**config.mk**
```make
export PLATFORM = sky130hd
export DESIGN_NAME = axi_dma_mm2s_stream_sink
export DESIGN_NICKNAME = d
export VERILOG_FILES = /design/src/rtl/axi_dma_mm2s_stream_sink_pkg.sv /design/src/rtl/axi_dma_send_transfer_tap.sv /design/src/rtl/axi_dma_mm2s_stream_sink.sv
export SDC_FILE = /design/constraint.sdc
export NUM_CORES = 1
export LEC_CHECK = 0
export ABC_AREA = 1
export ABC_CLOCK_PERIOD_IN_PS = 4400
export CORE_MARGIN = 10
export CORE_UTILIZATION = 50
export DETAILED_ROUTE_END_ITERATION = 8
export PLACE_DENSITY = 0.85
export SYNTH_ARGS = -nofsm -noshare
export SYNTH_HDL_FRONTEND = slang
export SYNTH_SLANG_ARGS = --single-unit
```
**constraint.sdc**
```tcl
create_clock -name clk -period 4.4 [get_ports clk]
set_clock_uncertainty 0.15 [all_clocks]
set_input_delay 0.66 -clock clk [delete_from_list [all_inputs] [get_ports clk]]
set_output_delay 0.66 -clock clk [all_outputs]
set_load 0.05 [all_outputs]
```
**src/rtl/axi_dma_mm2s_stream_sink_pkg.sv**
```systemverilog
// Shared definitions for the MM2S stream sink: DMA register offsets and FSM states.
package axi_dma_mm2s_stream_sink_pkg;

    localparam logic [9:0] MM2S_DMACR  = 10'h00;
    localparam logic [9:0] MM2S_LENGTH = 10'h28;
    localparam logic [9:0] S2MM_LENGTH = 10'h58;

    typedef enum logic [1:0] {
        IDLE  = 2'd0,
        RECV  = 2'd1,
        DRAIN = 2'd2
    } state_t;

endpackage

```
**src/rtl/axi_dma_send_transfer_tap.sv**
```systemverilog
// Snoops DMA AXI-Lite writes and emits a one-cycle request pulse with the
// registered MM2S transfer length. Zero-length writes are dropped.
module axi_dma_send_transfer_tap
    import axi_dma_mm2s_stream_sink_pkg::*;
#(
    parameter int         LENGTH_WIDTH    = 26,
    parameter logic [9:0] LENGTH_REG_ADDR = MM2S_LENGTH
) (
    input  logic                    clk,
    input  logic                    rst_n,
    input  logic [9:0]              i_awaddr,
    input  logic [31:0]             i_wdata,
    input  logic                    i_wready,
    input  logic                    i_wvalid,
    output logic                    o_request,
    output logic [LENGTH_WIDTH-1:0] o_length
);

    logic                    w_hit;
    logic                    w_unused;
    logic                    r_request;
    logic [LENGTH_WIDTH-1:0] r_length;

    assign w_hit = i_wvalid & i_wready & (i_awaddr == LENGTH_REG_ADDR)
                 & (|i_wdata[LENGTH_WIDTH-1:0]);

    // Bits above the length field carry no meaning for the stream side.
    assign w_unused = ^i_wdata[31:LENGTH_WIDTH];

    always_ff @(posedge clk or negedge rst_n) begin
        if (!rst_n) begin
            r_request <= 1'b0;
            r_length  <= '0;
        end else begin
            r_request <= w_hit;
            if (w_hit) r_length <= i_wdata[LENGTH_WIDTH-1:0];
        end
    end

    assign o_request = r_request;
    assign o_length  = r_length;

endmodule

```
**src/rtl/axi_dma_mm2s_stream_sink.sv**
```systemverilog
// AXI-Stream sink for the DMA MM2S channel: forwards beats through a one-entry
// output register, checks tlast against the tapped length, reports done/errors.
module axi_dma_mm2s_stream_sink
    import axi_dma_mm2s_stream_sink_pkg::*;
#(
    parameter int         TDATA_WIDTH     = 128,
    parameter int         LENGTH_WIDTH    = 26,
    parameter logic [9:0] LENGTH_REG_ADDR = MM2S_LENGTH
) (
    input  logic                     clk,
    input  logic                     rst_n,
    input  logic [9:0]               axilite_tap_awaddr,
    input  logic [31:0]              axilite_tap_wdata,
    input  logic                     axilite_tap_wready,
    input  logic                     axilite_tap_wvalid,
    input  logic                     s_axis_tvalid,
    output logic                     s_axis_tready,
    input  logic [TDATA_WIDTH-1:0]   s_axis_tdata,
    input  logic [TDATA_WIDTH/8-1:0] s_axis_tkeep,
    input  logic                     s_axis_tlast,
    output logic                     out_valid,
    input  logic                     out_ready,
    output logic [TDATA_WIDTH-1:0]   out_data,
    output logic [TDATA_WIDTH/8-1:0] out_keep,
    output logic [LENGTH_WIDTH-1:0]  out_index,
    output logic                     out_last,
    output logic                     busy,
    output logic                     done,
    output logic                     err_early_last,
    output logic                     err_missing_last,
    output logic                     err_overlap,
    input  logic                     err_clear
);

    localparam int BYTES  = TDATA_WIDTH / 8;
    localparam int BSHIFT = $clog2(BYTES);

    state_t                   r_state, w_state_nxt;
    logic                     w_req;
    logic [LENGTH_WIDTH-1:0]  w_req_len;
    logic [LENGTH_WIDTH:0]    w_len_round;
    logic [LENGTH_WIDTH:0]    w_beats;
    logic                     w_busy, w_accept, w_final, w_start, w_overlap;
    logic                     w_load, w_fin, w_early, w_missing, w_out_last;

    logic [LENGTH_WIDTH-1:0]  r_cnt;
    logic [LENGTH_WIDTH:0]    r_last_idx;
    logic                     r_out_valid;
    logic [TDATA_WIDTH-1:0]   r_out_data;
    logic [BYTES-1:0]         r_out_keep;
    logic [LENGTH_WIDTH-1:0]  r_out_index;
    logic                     r_out_last;
    logic                     r_done;
    logic                     r_err_early, r_err_missing, r_err_overlap;

    axi_dma_send_transfer_tap #(
        .LENGTH_WIDTH    (LENGTH_WIDTH),
        .LENGTH_REG_ADDR (LENGTH_REG_ADDR)
    ) u_tap (
        .clk       (clk),
        .rst_n     (rst_n),
        .i_awaddr  (axilite_tap_awaddr),
        .i_wdata   (axilite_tap_wdata),
        .i_wready  (axilite_tap_wready),
        .i_wvalid  (axilite_tap_wvalid),
        .o_request (w_req),
        .o_length  (w_req_len)
    );

    // Beats = ceil(length / BYTES); one extra bit keeps the round-up from overflowing.
    assign w_len_round = {1'b0, w_req_len} + (LENGTH_WIDTH+1)'(BYTES - 1);
    assign w_beats     = w_len_round >> BSHIFT;

    assign w_busy        = (r_state != IDLE);
    assign s_axis_tready = w_busy & (!r_out_valid | out_ready);
    assign w_accept      = s_axis_tvalid & s_axis_tready;
    assign w_final       = ({1'b0, r_cnt} == r_last_idx);
    // A request landing on the done cycle is dropped without flagging overlap.
    assign w_start       = w_req & (r_state == IDLE) & !r_done;
    assign w_overlap     = w_req & w_busy;

    always_comb begin
        w_state_nxt = r_state;
        w_load      = 1'b0;
        w_fin       = 1'b0;
        w_early     = 1'b0;
        w_missing   = 1'b0;
        w_out_last  = 1'b0;
        case (r_state)
            IDLE: begin
                if (w_start) w_state_nxt = RECV;
            end
            RECV: begin
                if (w_accept) begin
                    w_load = 1'b1;
                    if (s_axis_tlast) begin
                        w_out_last  = 1'b1;
                        w_fin       = 1'b1;
                        w_early     = !w_final;
                        w_state_nxt = IDLE;
                    end else if (w_final) begin
                        w_out_last  = 1'b1;
                        w_missing   = 1'b1;
                        w_state_nxt = DRAIN;
                    end
                end
            end
            DRAIN: begin
                if (w_accept && s_axis_tlast) begin
                    w_fin       = 1'b1;
                    w_state_nxt = IDLE;
                end
            end
            default: w_state_nxt = IDLE;
        endcase
    end

    always_ff @(posedge clk or negedge rst_n) begin
        if (!rst_n) begin
            r_state       <= IDLE;
            r_cnt         <= '0;
            r_last_idx    <= '0;
            r_done        <= 1'b0;
            r_err_early   <= 1'b0;
            r_err_missing <= 1'b0;
            r_err_overlap <= 1'b0;
        end else begin
            r_state <= w_state_nxt;
            r_done  <= w_fin;
            if (w_start) begin
                r_cnt      <= '0;
                r_last_idx <= w_beats - (LENGTH_WIDTH+1)'(1);
            end else if (w_load) begin
                r_cnt <= r_cnt + LENGTH_WIDTH'(1);
            end
            // Set has priority over a coincident clear.
            r_err_early   <= (r_err_early   & ~err_clear) | w_early;
            r_err_missing <= (r_err_missing & ~err_clear) | w_missing;
            r_err_overlap <= (r_err_overlap & ~err_clear) | w_overlap;
        end
    end

    always_ff @(posedge clk or negedge rst_n) begin
        if (!rst_n) begin
            r_out_valid <= 1'b0;
            r_out_data  <= '0;
            r_out_keep  <= '0;
            r_out_index <= '0;
            r_out_last  <= 1'b0;
        end else if (w_load) begin
            r_out_valid <= 1'b1;
            r_out_data  <= s_axis_tdata;
            r_out_keep  <= s_axis_tkeep;
            r_out_index <= r_cnt;
            r_out_last  <= w_out_last;
        end else if (out_ready) begin
            r_out_valid <= 1'b0;
        end
    end

    assign out_valid        = r_out_valid;
    assign out_data         = r_out_data;
    assign out_keep         = r_out_keep;
    assign out_index        = r_out_index;
    assign out_last         = r_out_last;
    assign busy             = w_busy;
    assign done             = r_done;
    assign err_early_last   = r_err_early;
    assign err_missing_last = r_err_missing;
    assign err_overlap      = r_err_overlap;

endmodule

```
==> metrics.csv <==
metric,value,unit
outcome,completed,
Hold WS,0.102,ns
synthesis-to-finish area growth,41.9,%
die area,30100,um^2
Max-cap violations,0,
DR pass1 iterations,6,
final cycle utilization of the critical path,70.9,%
Synth Flop Type,dfrtp_1,
cell taking the most area after synthesis,dfrtp_1,
Ys Warns,0,
register area share after synthesis,54.2,%
combinational power share,49.0,%
Final Hold Fails,0,
Placed Instances,2132,
min setup slack post-route,1.28,ns
CTS Buffer Depth,3,
measured slew at the worst slew-check pin,1.09,ns
HP Class,in2async,
GRT Resource Usage Total,25.1,%
# IOs,372,
root buffer cell,clkbuf_16,
Mapped Area,11800,um^2
drt wl/cell,17.8,um
pwr dens,697,nW/um^2
TritonCTS clock tree,yes,
1st-iter DRT viols,949,
crit path DAT,2.31,ns
Skew-Pair Late Insertion Delay,0.54,ns
Port Buffers,365,
DRC,0,
Mapped Cells,1490,
gpl congestion,0.911,
"Req. time, crit path",3.59,ns
internal power,6.29,mW
part of the power in registers,30.1,%
CP Max Fanout,5,
first-pass GRT wire length,61.2,mm
number of flops mapped to enable cells by yosys,0,
Clk pwr share,20.9,%
Die Y-Extent,174,um
Initial Util,50.5,%
Sw Pwr,5.36,mW
Synth top area share,54.2,%
cell with the most instances after synthesis,nand2_1,
ys async rst share,100,%
Worst VDD drop,0.000408,V
CTS Hold Bufs,0,
largest net degree at the start of global routing,143,
num rows,56,
clock sink total,255,
Period minus WS final,3.12,ns
Setup CP Type,reg2out,
FMAX,321,MHz
Crit. End Element,primary output,
antenna-violating nets left,0,
Syn Area/Cell,7.91,um^2
setup TNS,0,ns
sw frac,46.0,%
Yosys reg bits,255,
top post-synthesis cells by count,"693 x nand2_1, 255 x dfrtp_1, 117 x inv_1",
Final #Nets,2042,
htree depth,1,
final non-filler cell total,2190,
Leak,8.21,nW
total gr overflow,0,
share of cells above drive strength 1,5.53,%
Final Max Slew Viols,0,
vias per std cell,5.10,
detailed placement HPWL,29.1,mm
synth top area cells,"dfrtp_1 54%, nand2_1 22%, inv_1 3.7%",
cells resized by post-CTS repair,0,
antenna violations before repair,8,
Via Count,11179,
Max-slew headroom,27.0,%
CP Launch Type,flip-flop,
Setup Viol. Count Final,0,
total wire length,38.9,mm
CTS Buf Count,28,
RSZ-0062 raised after global routing,false,
Core Box Area,23300,um^2
post-synth cell types,40,
post-CTS setup buffer count,0,
Die Wd,174,um
Place WS,1.28,ns
Mapped Nets,1689,
vias in the first global route,11098,
clk slew on worst S/H paths,0.06,ns
[layer usage]
metal / track usage, % / share of wire (%)
met1: 28.6 / 38
met2: 43.9 / 49
met3: 6.29 / 8.2
met4: 11.0 / 4.6
met5: 0 / 0
[flip-flops by register name, summed over array words and instances (netlist names)]
signal and flops:
out_index 26, err_overlap 1, out_valid 1, err_early_last 1, out_keep 16, r_cnt 26, out_data 128, out_last 1
r_last_idx 24, err_missing_last 1, u_tap.o_request 1, u_tap.o_length 26, r_state 2, done 1
[per-stage QoR]
step | instance area, um^2 | utilization [%] | power (mW)
finish | 16700 | 71.7 | 11.7
global route | 16700 | 71.7 | 12.2
CTS | 16700 | 71.6 | 11.7
detailed placement | 15700 | 67.5 | 9.24
global placement | 15700 | 67.5 | 9.11
floorplan | 11800 | - | 7.01
[worst max-delay path, cell delays in order (launching register included)]
cell and delay (ns):
dfrtp_1 0.37, inv_1 0.07, ha_1 0.27, a21oi_2 0.20, clkdlybuf4s50_1 0.86
[cells in the final DEF, fill, tap and decap left out, drive strengths merged]
master and n:
a21o 1, nand3 52, clkinvlp 1, a211oi 2, nor4 8, a21oi 21, o22a 1, o21bai 3
buf 10, inv 119, nand4 22, nor3 19, nor2 100, bufinv 4, a31oi 7, xnor2 17
o21ai 80, and3 1, clkdlybuf4s50 364, diode 8, nand3b 2, clkinv 8, dfrtp 255, or2 1
xor2 12, o22ai 2, a22oi 1, ha 5, nand2 707, clkbuf 38
[power by group through the flow]
stage / registers (mW) / logic [mW] / clock network, mW
after floorplan: 5.97 / 1.04 / 0
after global placement: 3.48 / 5.62 / 0
after detailed placement: 3.52 / 5.72 / 0
after CTS: 3.50 / 5.75 / 2.47
after global routing: 3.59 / 6.01 / 2.57
final: 3.50 / 5.71 / 2.44
[path summary, 6_finish.rpt]
path,end,slack (ns),depth (start not counted),from
max,s_axis_tready,1.28,4,r_state[0]
min,out_data[127],0.10,1,rst_n
max reg2reg,out_data[35],1.74,8,r_state[0]
min reg2reg,out_data[118],0.32,2,out_data[118]
max in group asynchronous,out_data[93],3.02,2,rst_n
min in group clk,out_data[118],0.32,2,out_data[118]
[cell families after synthesis]
| kind of cell | share of synthesized area (%) |
|---|---|
| simple gates | 32.3 |
| flops | 54.2 |
| buf+inv | 5.50 |
| compound gates | 5.35 |
| xor+xnor | 2.16 |
| fa+ha+maj | 0.531 |
[area by class of cell]
type	count	area [um^2]
clock buffer	38	790
multi-input combinational	1064	4760
antenna	8	20.0
sequential	255	6380
inverter	120	455
timing repair buffer	374	3750
fill	1751	6610
tap	319	399
clock inverter	12	166
No activity file was read; power rests on OpenSTA's default activity.
